**src/rtl/kl8e_rx_ctrl.sv**
```systemverilog
// PDP-8/E KL8E console keyboard (receive) controller, IOT device 03.
// Define KL8E_RX_FIFO_EN to replace the single holding buffer with a FIFO_DEPTH-entry FIFO.
module kl8e_rx_ctrl #(
  parameter logic [5:0] DEVICE     = 6'o03,
  parameter logic       IE_RESET   = 1'b1,
  parameter int         FIFO_DEPTH = 4
) (
  input  logic        clk100,
  input  logic        reset,
  input  logic [7:0]  rx_data,
  input  logic        rx_strobe,
  input  logic        rx_frame_err,
  input  logic        iot_strobe,
  input  logic [11:0] instruction,
  input  logic [11:0] ac_in,
  output logic [11:0] ac_out,
  output logic        ac_clear,
  output logic        ac_or,
  output logic        skip,
  output logic        irq,
  output logic [2:0]  status
);

  typedef enum logic [2:0] {
    FN_KCF = 3'd0, FN_KSF = 3'd1, FN_KCC = 3'd2, FN_NOP3 = 3'd3,
    FN_KRS = 3'd4, FN_KIE = 3'd5, FN_KRB = 3'd6, FN_NOP7 = 3'd7
  } kbd_fn_e;

  kbd_fn_e    fn;
  logic       iot_hit;
  logic       do_clear_flag;
  logic       do_read;
  logic       do_krb;
  logic       flag;
  logic       ie;
  logic       overrun;
  logic       frame_bit;
  logic [7:0] rd_char;
  logic       unused_ac_bits;

  assign fn            = kbd_fn_e'(instruction[2:0]);
  assign iot_hit       = iot_strobe && (instruction[11:9] == 3'o6) && (instruction[8:3] == DEVICE);
  assign do_clear_flag = iot_hit && (fn == FN_KCF || fn == FN_KCC || fn == FN_KRB);
  assign do_read       = iot_hit && (fn == FN_KRS || fn == FN_KRB);
  assign do_krb        = iot_hit && (fn == FN_KRB);
  assign unused_ac_bits = ^ac_in[11:1];

  // CPU-facing responses: registered, valid only in the cycle after the IOT.
  // NOTE: sequential state uses non-blocking (<=) so every register samples pre-edge values.
  always_ff @(posedge clk100) begin
    if (reset) begin
      ie       <= IE_RESET;
      ac_out   <= 12'o0000;
      ac_clear <= 1'b0;
      ac_or    <= 1'b0;
      skip     <= 1'b0;
    end else begin
      ac_out   <= do_read ? {4'b0000, rd_char} : 12'o0000;
      ac_or    <= do_read;
      ac_clear <= iot_hit && (fn == FN_KCC || fn == FN_KRB);
      skip     <= iot_hit && (fn == FN_KSF) && flag;
      if (iot_hit && fn == FN_KIE) ie <= ac_in[0];
    end
  end

  assign irq    = flag & ie;
  assign status = {overrun, frame_bit, flag};

`ifdef KL8E_RX_FIFO_EN
  localparam int AW = (FIFO_DEPTH > 2) ? $clog2(FIFO_DEPTH) : 1;

  logic [8:0]    mem [FIFO_DEPTH];
  logic [AW-1:0] rd_ptr;
  logic [AW-1:0] wr_ptr;
  logic [AW:0]   count;
  logic          empty;
  logic          full;
  logic          pop;
  logic          push;
  logic [8:0]    head;

  assign empty = (count == '0);
  assign full  = (count == (AW+1)'(FIFO_DEPTH));
  // Any flag-clearing IOT consumes the head; a full FIFO still accepts a push that pairs with a pop.
  assign pop   = do_clear_flag && !empty;
  assign push  = rx_strobe && (!full || pop);
  assign head  = mem[rd_ptr];

  assign flag      = !empty;
  assign frame_bit = !empty && head[8];
  assign rd_char   = empty ? 8'h00 : head[7:0];

  // NOTE: storage is deliberately not reset; the count gates every read of it.
  always_ff @(posedge clk100) begin
    if (push && !reset) mem[wr_ptr] <= {rx_frame_err, rx_data};
  end

  always_ff @(posedge clk100) begin
    if (reset) begin
      rd_ptr  <= '0;
      wr_ptr  <= '0;
      count   <= '0;
      overrun <= 1'b0;
    end else begin
      if (pop)  rd_ptr <= rd_ptr + AW'(1);
      if (push) wr_ptr <= wr_ptr + AW'(1);
      count <= count + (AW+1)'(push) - (AW+1)'(pop);
      if (do_krb) overrun <= 1'b0;
      if (rx_strobe && full && !pop) overrun <= 1'b1;
    end
  end
`else
  localparam int unused_fifo_depth = FIFO_DEPTH;

  logic [7:0] buffer;
  logic       frame_err;

  assign frame_bit = frame_err;
  assign rd_char   = buffer;

  always_ff @(posedge clk100) begin
    if (reset) begin
      flag      <= 1'b0;
      buffer    <= 8'h00;
      overrun   <= 1'b0;
      frame_err <= 1'b0;
    end else begin
      if (do_clear_flag) flag <= 1'b0;
      if (do_krb) begin
        overrun   <= 1'b0;
        frame_err <= 1'b0;
      end
      // NOTE: the last non-blocking assignment wins, so a same-cycle character overrides the clears above.
      if (rx_strobe) begin
        buffer    <= rx_data;
        flag      <= 1'b1;
        frame_err <= rx_frame_err | (frame_err & !do_krb);
        if (flag && !do_clear_flag) overrun <= 1'b1;
      end
    end
  end
`endif

endmodule

```
**config.mk**
```make
export PLATFORM = sky130hd
export DESIGN_NAME = kl8e_rx_ctrl
export DESIGN_NICKNAME = d
export VERILOG_FILES = /design/src/rtl/kl8e_rx_ctrl.sv
export SDC_FILE = /design/constraint.sdc
export NUM_CORES = 1
export LEC_CHECK = 0
export ABC_AREA = 1
export CORE_ASPECT_RATIO = 1.2
export CORE_MARGIN = 2
export CORE_UTILIZATION = 32
export CTS_BUF_LIST = sky130_fd_sc_hd__clkbuf_4 sky130_fd_sc_hd__clkbuf_8 sky130_fd_sc_hd__clkbuf_16
export DETAILED_ROUTE_END_ITERATION = 10
export GPL_ROUTABILITY_DRIVEN = 0
export HOLD_SLACK_MARGIN = 0.12
export PLACE_DENSITY = 0.74
export REMOVE_ABC_BUFFERS = 1
export SLEW_MARGIN = 20
export SYNTH_ARGS = -nofsm -noshare
export SYNTH_HDL_FRONTEND = slang
export SYNTH_SLANG_ARGS = --single-unit
```
**constraint.sdc**
```tcl
create_clock -name clk100 -period 0.85 [get_ports clk100]
set_input_delay 0.17 -clock clk100 [delete_from_list [all_inputs] [get_ports clk100]]
set_output_delay 0.17 -clock clk100 [all_outputs]
set_load 0.02 [all_outputs]
```
**Word level (Yosys, flattened, before mapping)**

Index checks and enable logic that the tools add are counted.
W data, S select, Z words.

- Logic and storage cells: 48
- Register bits: 27
- Bits of input ports: 37

- Multiplexer cells: 7
- Bitwise logic cells: 4
- Reduce and logical (&&, ||, !) cells: 20
- Equality and inequality tests: 7

Operators by type and width:

| cell | number |
|---|---|
| $eq A3 B3 Y1 const B | 4 |
| $logic_and A1 B1 Y1 | 10 |
| $mux W1 | 7 |
| $eq A6 B2 Y1 const B | 1 |
| $logic_or A1 B1 Y1 | 4 |
| $reduce_bool A2 Y1 | 2 |
| $eq A3 B1 Y1 const B | 1 |
| $eq A3 B2 Y1 const B | 1 |
| $logic_not A3 Y1 | 1 |
| $and A1 B1 Y1 | 2 |
| $logic_not A1 Y1 | 2 |
| $reduce_or A2 Y1 | 1 |
| $not A1 Y1 | 1 |
| $or A1 B1 Y1 | 1 |

**Depth between registers and ports, before layout**

- Depth after elaboration: 8
- Depth in mapped cells: 8
- Mapped depth without buffers: 8

**Worst setup path after synthesis**

OpenSTA, ideal clock, no wires.

- Kind: in2reg
- From: input port instruction[8]
- To: register ie
- Slack: -0.078 ns
- Arrival: 0.802 ns
- Stages: 6
- Cells stage by stage: or2_0 -> nor2_1 -> and2_1 -> nand2_1 -> nand2_1 -> nand3_1

- Longest elaborated chain between the ends: 3

Ends and longest elaborated chain:

| item | line | RTL |
|---|---|---|
| start, declared | 14 | `input logic [11:0] instruction,` |
| $eq A6 B2 Y1 | 42 | `assign iot_hit = iot_strobe && (instruction[11:9] == 3'o6) && (instruction[8:3] == DEVICE);` |
| $logic_and A1 B1 Y1 | 42 |  |
| $logic_and A1 B1 Y1 | 62 | `if (iot_hit && fn == FN_KIE) ie <= ac_in[0];` |
| end signal, assigned | 62 |  |
| end, declared | 35 | `logic ie;` |

Every way passes these cells.
A chain may end at the register's enable or synchronous reset.

**Worst setup path after layout**

- From: register flag
- To: output port irq

- Longest elaborated chain between the ends: 1

Ends and longest elaborated chain:

| item | line | RTL |
|---|---|---|
| start, declared | 34 | `logic flag;` |
| start signal, assigned | 123 | `flag <= 1'b0;` |
| start signal, assigned | 128 | `if (do_clear_flag) flag <= 1'b0;` |
| start signal, assigned | 136 | `flag <= 1'b1;` |
| $and A1 B1 Y1 | 66 | `assign irq = flag & ie;` |
| end, declared | 20 | `output logic irq,` |

Every way passes these cells.

==> impl_metrics.tcl <==
set metrics [dict create \
    grt_max_degree 14 \
    cts_root_buf "clkbuf_4" \
    gr-total-overflow 0 \
    critPathSlowestCell "dfxtp_4" \
    multi_input_area_um2 385 \
    yosysTopAreaCellShare_pct 51.9 \
    violations "setup timing" \
    rr_worst_depth 3 \
    grt_pass1_vias 927 \
    min_delay_worst_endpoint "ac_clear" \
    r2r-start "flag" \
    dpl.cell_count 189 \
    synth_area_um2 887 \
    synthFlopType "dfxtp_1" \
    cap_violations 0 \
    worstSetupStartpointType "flip-flop" \
    synthMuxAreaShare_pct 0 \
    p_int_mw 1.48 \
    nFillCells 223 \
    first_pass_iters 4 \
    vias 920 \
    yosysWarnings 0 \
    worstPathRequired_ns 0.68 \
    row_count 20 \
    critical_path_class "flip-flop to output port" \
    synthTopCellsByArea "dfxtp_1 (52%), inv_1 (8.0%), a21oi_1 (6.8%)" \
    postSynthCellCount 114 \
    ant_nets 0 \
    p_sw_share_pct 25.5 \
    postLayoutCellArea_mm2 0.00152 \
    synth_top_family_by_area "simple AND/OR/NAND/NOR gates" \
    power.leakage_nw 0.692 \
    powerDensity_mw_per_mm2 1310 \
    area_growth_pct 71.8 \
    p_switching_mw 0.508 \
    start_util_pct 34.4 \
    r2r_end "skip" \
    cts_buffers 3 \
    synth-seq-cells 23 \
    synth-async-reset-ratio_pct 0 \
    status "finished with violations" \
    hold_depth 5 \
    drc 0 \
    grt_use_total_pct 15.5 \
    seqPwrFrac_pct 56.7 \
    num_io_pins 56 \
    fin_crit_ns 1.05 \
    synth-adder-area-share_pct 0 \
    synth_simple_gate_area_share_pct 21.9 \
    pwr-share-clk_pct 24.5 \
    grt_pass1_wl_mm 3.73 \
    synth_largest_area_cell "dfxtp_1" \
    synth-edff-count 0 \
    coreArea_mm2 0.00258 \
    tns_ns -1.44 \
    synth-xor-area-share_pct 0 \
    fin_cells 203 \
    syn_avg_cell_area_um2 7.78 \
    arrival_ns 0.88 \
    clkSinkCount 23 \
    whs_ns 0.257 \
    rsz0062_at_grt "true" \
    crit_chain "nand2_2, inv_2, buf_6" \
    via_per_inst 4.53 \
    ir_drop_mv 0.762 \
    synth_compound_area_share_pct 11.3 \
    clock_path_buffers 2 \
    fin_ws_ns -0.202 \
    antenna_found_initial 0 \
    crit_family "flip-flops" \
    hpwlAfterDp_mm 1.57 \
    setup_viol 16 \
    hold_buffers 0 \
    die_w_um 52.1 \
    reg2reg_slack_ns 0.08 \
    drive_above_1_share_pct 48.2 \
    finalClockSkew_ns 0.00152 \
    ys_seq_area_share_pct 51.9 \
    yosys.cell_count.top_type "dfxtp_1" \
    cp-end-kind "output port" \
    drt_iter0_markers 5 \
    die_y_um 61.7 \
    clock.fmax_mhz 950 \
    maxSlewViolCount 0 \
    die_area_mm2 0.00321 \
    synthTopCellsByCount "dfxtp_1 (23), inv_1 (19), nor2_1 (16), nand2_1 (13), a21oi_1 (12)" \
    final-seq-area_um2 480 \
    fin_nets 208 \
    wirelength_mm 2.36 \
    min-delay-start "instruction[3]" \
    reg_top3 "ac_out: 8 flops, buffer: 8 flops" \
    placed_area_mm2 0.00134 \
    final-hold-violation-count 0 \
    max_stage_delay_ns 0.38 \
    cts_tree "done" \
    worstPathMaxFanout 3 \
    io_buffers 40 \
    htreeDepth 1 \
    yosysUniqueCellTypes 17 \
    clkSlewWorstSetupHoldPaths_ns 0.12 \
    wl_per_cell_um 11.6 \
    n_antenna_cell 0 \
    hold_path_class "input port to flip-flop" \
    comb_power_share_pct 18.8 \
    clk_latency_ns 0.30 \
    critPathBufInv 2 \
    period_share_pct 124 \
]
==> worst register-to-register path, delay by kind of cell, from the launching register on <==
kind / cells / cell delay [ns]
DFF: 1 / 0.38
and+or+nand+nor: 2 / 0.21
buffers and inverters: 1 / 0.12
==> cells in the final DEF, fill, tap and decap left out <==
cell             Yosys  routed
buf_6                0      19
inv_1               19      13
dfxtp_2              0      13
a21oi_1             12      12
buf_4                7      12
nand2_1             13      10
clkdlybuf4s50_1      0      10
dfxtp_1             23       9
o21ai_0              8       8
nor2_1              16       8
nor2_2               0       6
nand3_1              7       6
dlygate4sd2_1        0       6
inv_2                0       5
clkbuf_2             0       5
conb_1               1       4
nand2_2              0       3
clkbuf_4             0       3
clkinvlp_4           0       2
nor2_4               0       2
nand3_2              1       2
buf_2                1       2
nand4_1              1       1
nor3_4               0       1
nand3_4              0       1
or2_4                0       1
nor3_2               1       1
or2_0                1       1
and2_4               0       1
clkinv_2             0       1
dfxtp_4              0       1
buf_8                0       1
==> metrics by stage <==
step                      power [mW]  util (%)  setup WS (ns)
after floorplan                 1.27         -        -0.0778
after global placement          1.46      51.8         -0.575
after detailed placement        1.47      51.8         -0.643
after CTS                       1.97      57.9         -0.211
after global routing            2.08      59.1         -0.246
final                           1.99      59.1         -0.202
==> cells by family after synthesis <==
family / Yosys count
AO/OA/AOI/OAI: 20
buffers and inverters: 27
flip-flops: 23
other: 1
AND/OR/NAND/NOR: 43
==> power by group through the flow <==
stage                     logic (mW)  clock network [mW]  registers [mW]
after floorplan                0.105                   0            1.16
after global placement         0.309                   0            1.15
after detailed placement       0.320                   0            1.15
after CTS                      0.352               0.490            1.13
after global routing           0.407               0.545            1.13
final                          0.374               0.488            1.13
==> worst max-delay path by stage <==
stage | startpoint | end | slack [ns] | cells after the start
CTS | flag | irq | -0.21 | 3
finish | flag | irq | -0.20 | 3
global route | flag | irq | -0.25 | 3
detailed placement | instruction[5] | ac_out[4] | -0.64 | 6
floorplan | instruction[8] | ie | -0.08 | 6
global placement | instruction[5] | ac_out[6] | -0.57 | 6
==> per-layer routing <==
metal  GRT usage, %  share of wire (%)  vias to the layer above
met5              0                  0                        -
met4           5.64                1.3                        0
met3           2.18                8.0                        4
met2           31.8                 54                       42
met1           15.4                 36                      415
li1               -                  -                      459
==> what timing repair did <==
item,4_1_cts,5_1_grt
buffers inserted,8,0
gates cloned,2,0
gates resized for setup,145,29
pin swaps,15,11
endpoints found under the setup margin,38,28
==> final cells by class <==
type                       instances  share of cell area [%]
inverter                          19                    4.93
clock inverter                     1                   0.328
sequential                        23                    31.5
multi-input combinational         68                    25.3
clock buffer                       3                    1.48
timing repair buffer              55                    33.3
timing repair inverter             1                   0.493
tap                               33                    2.71
No activity file was read; power rests on OpenSTA's default activity.
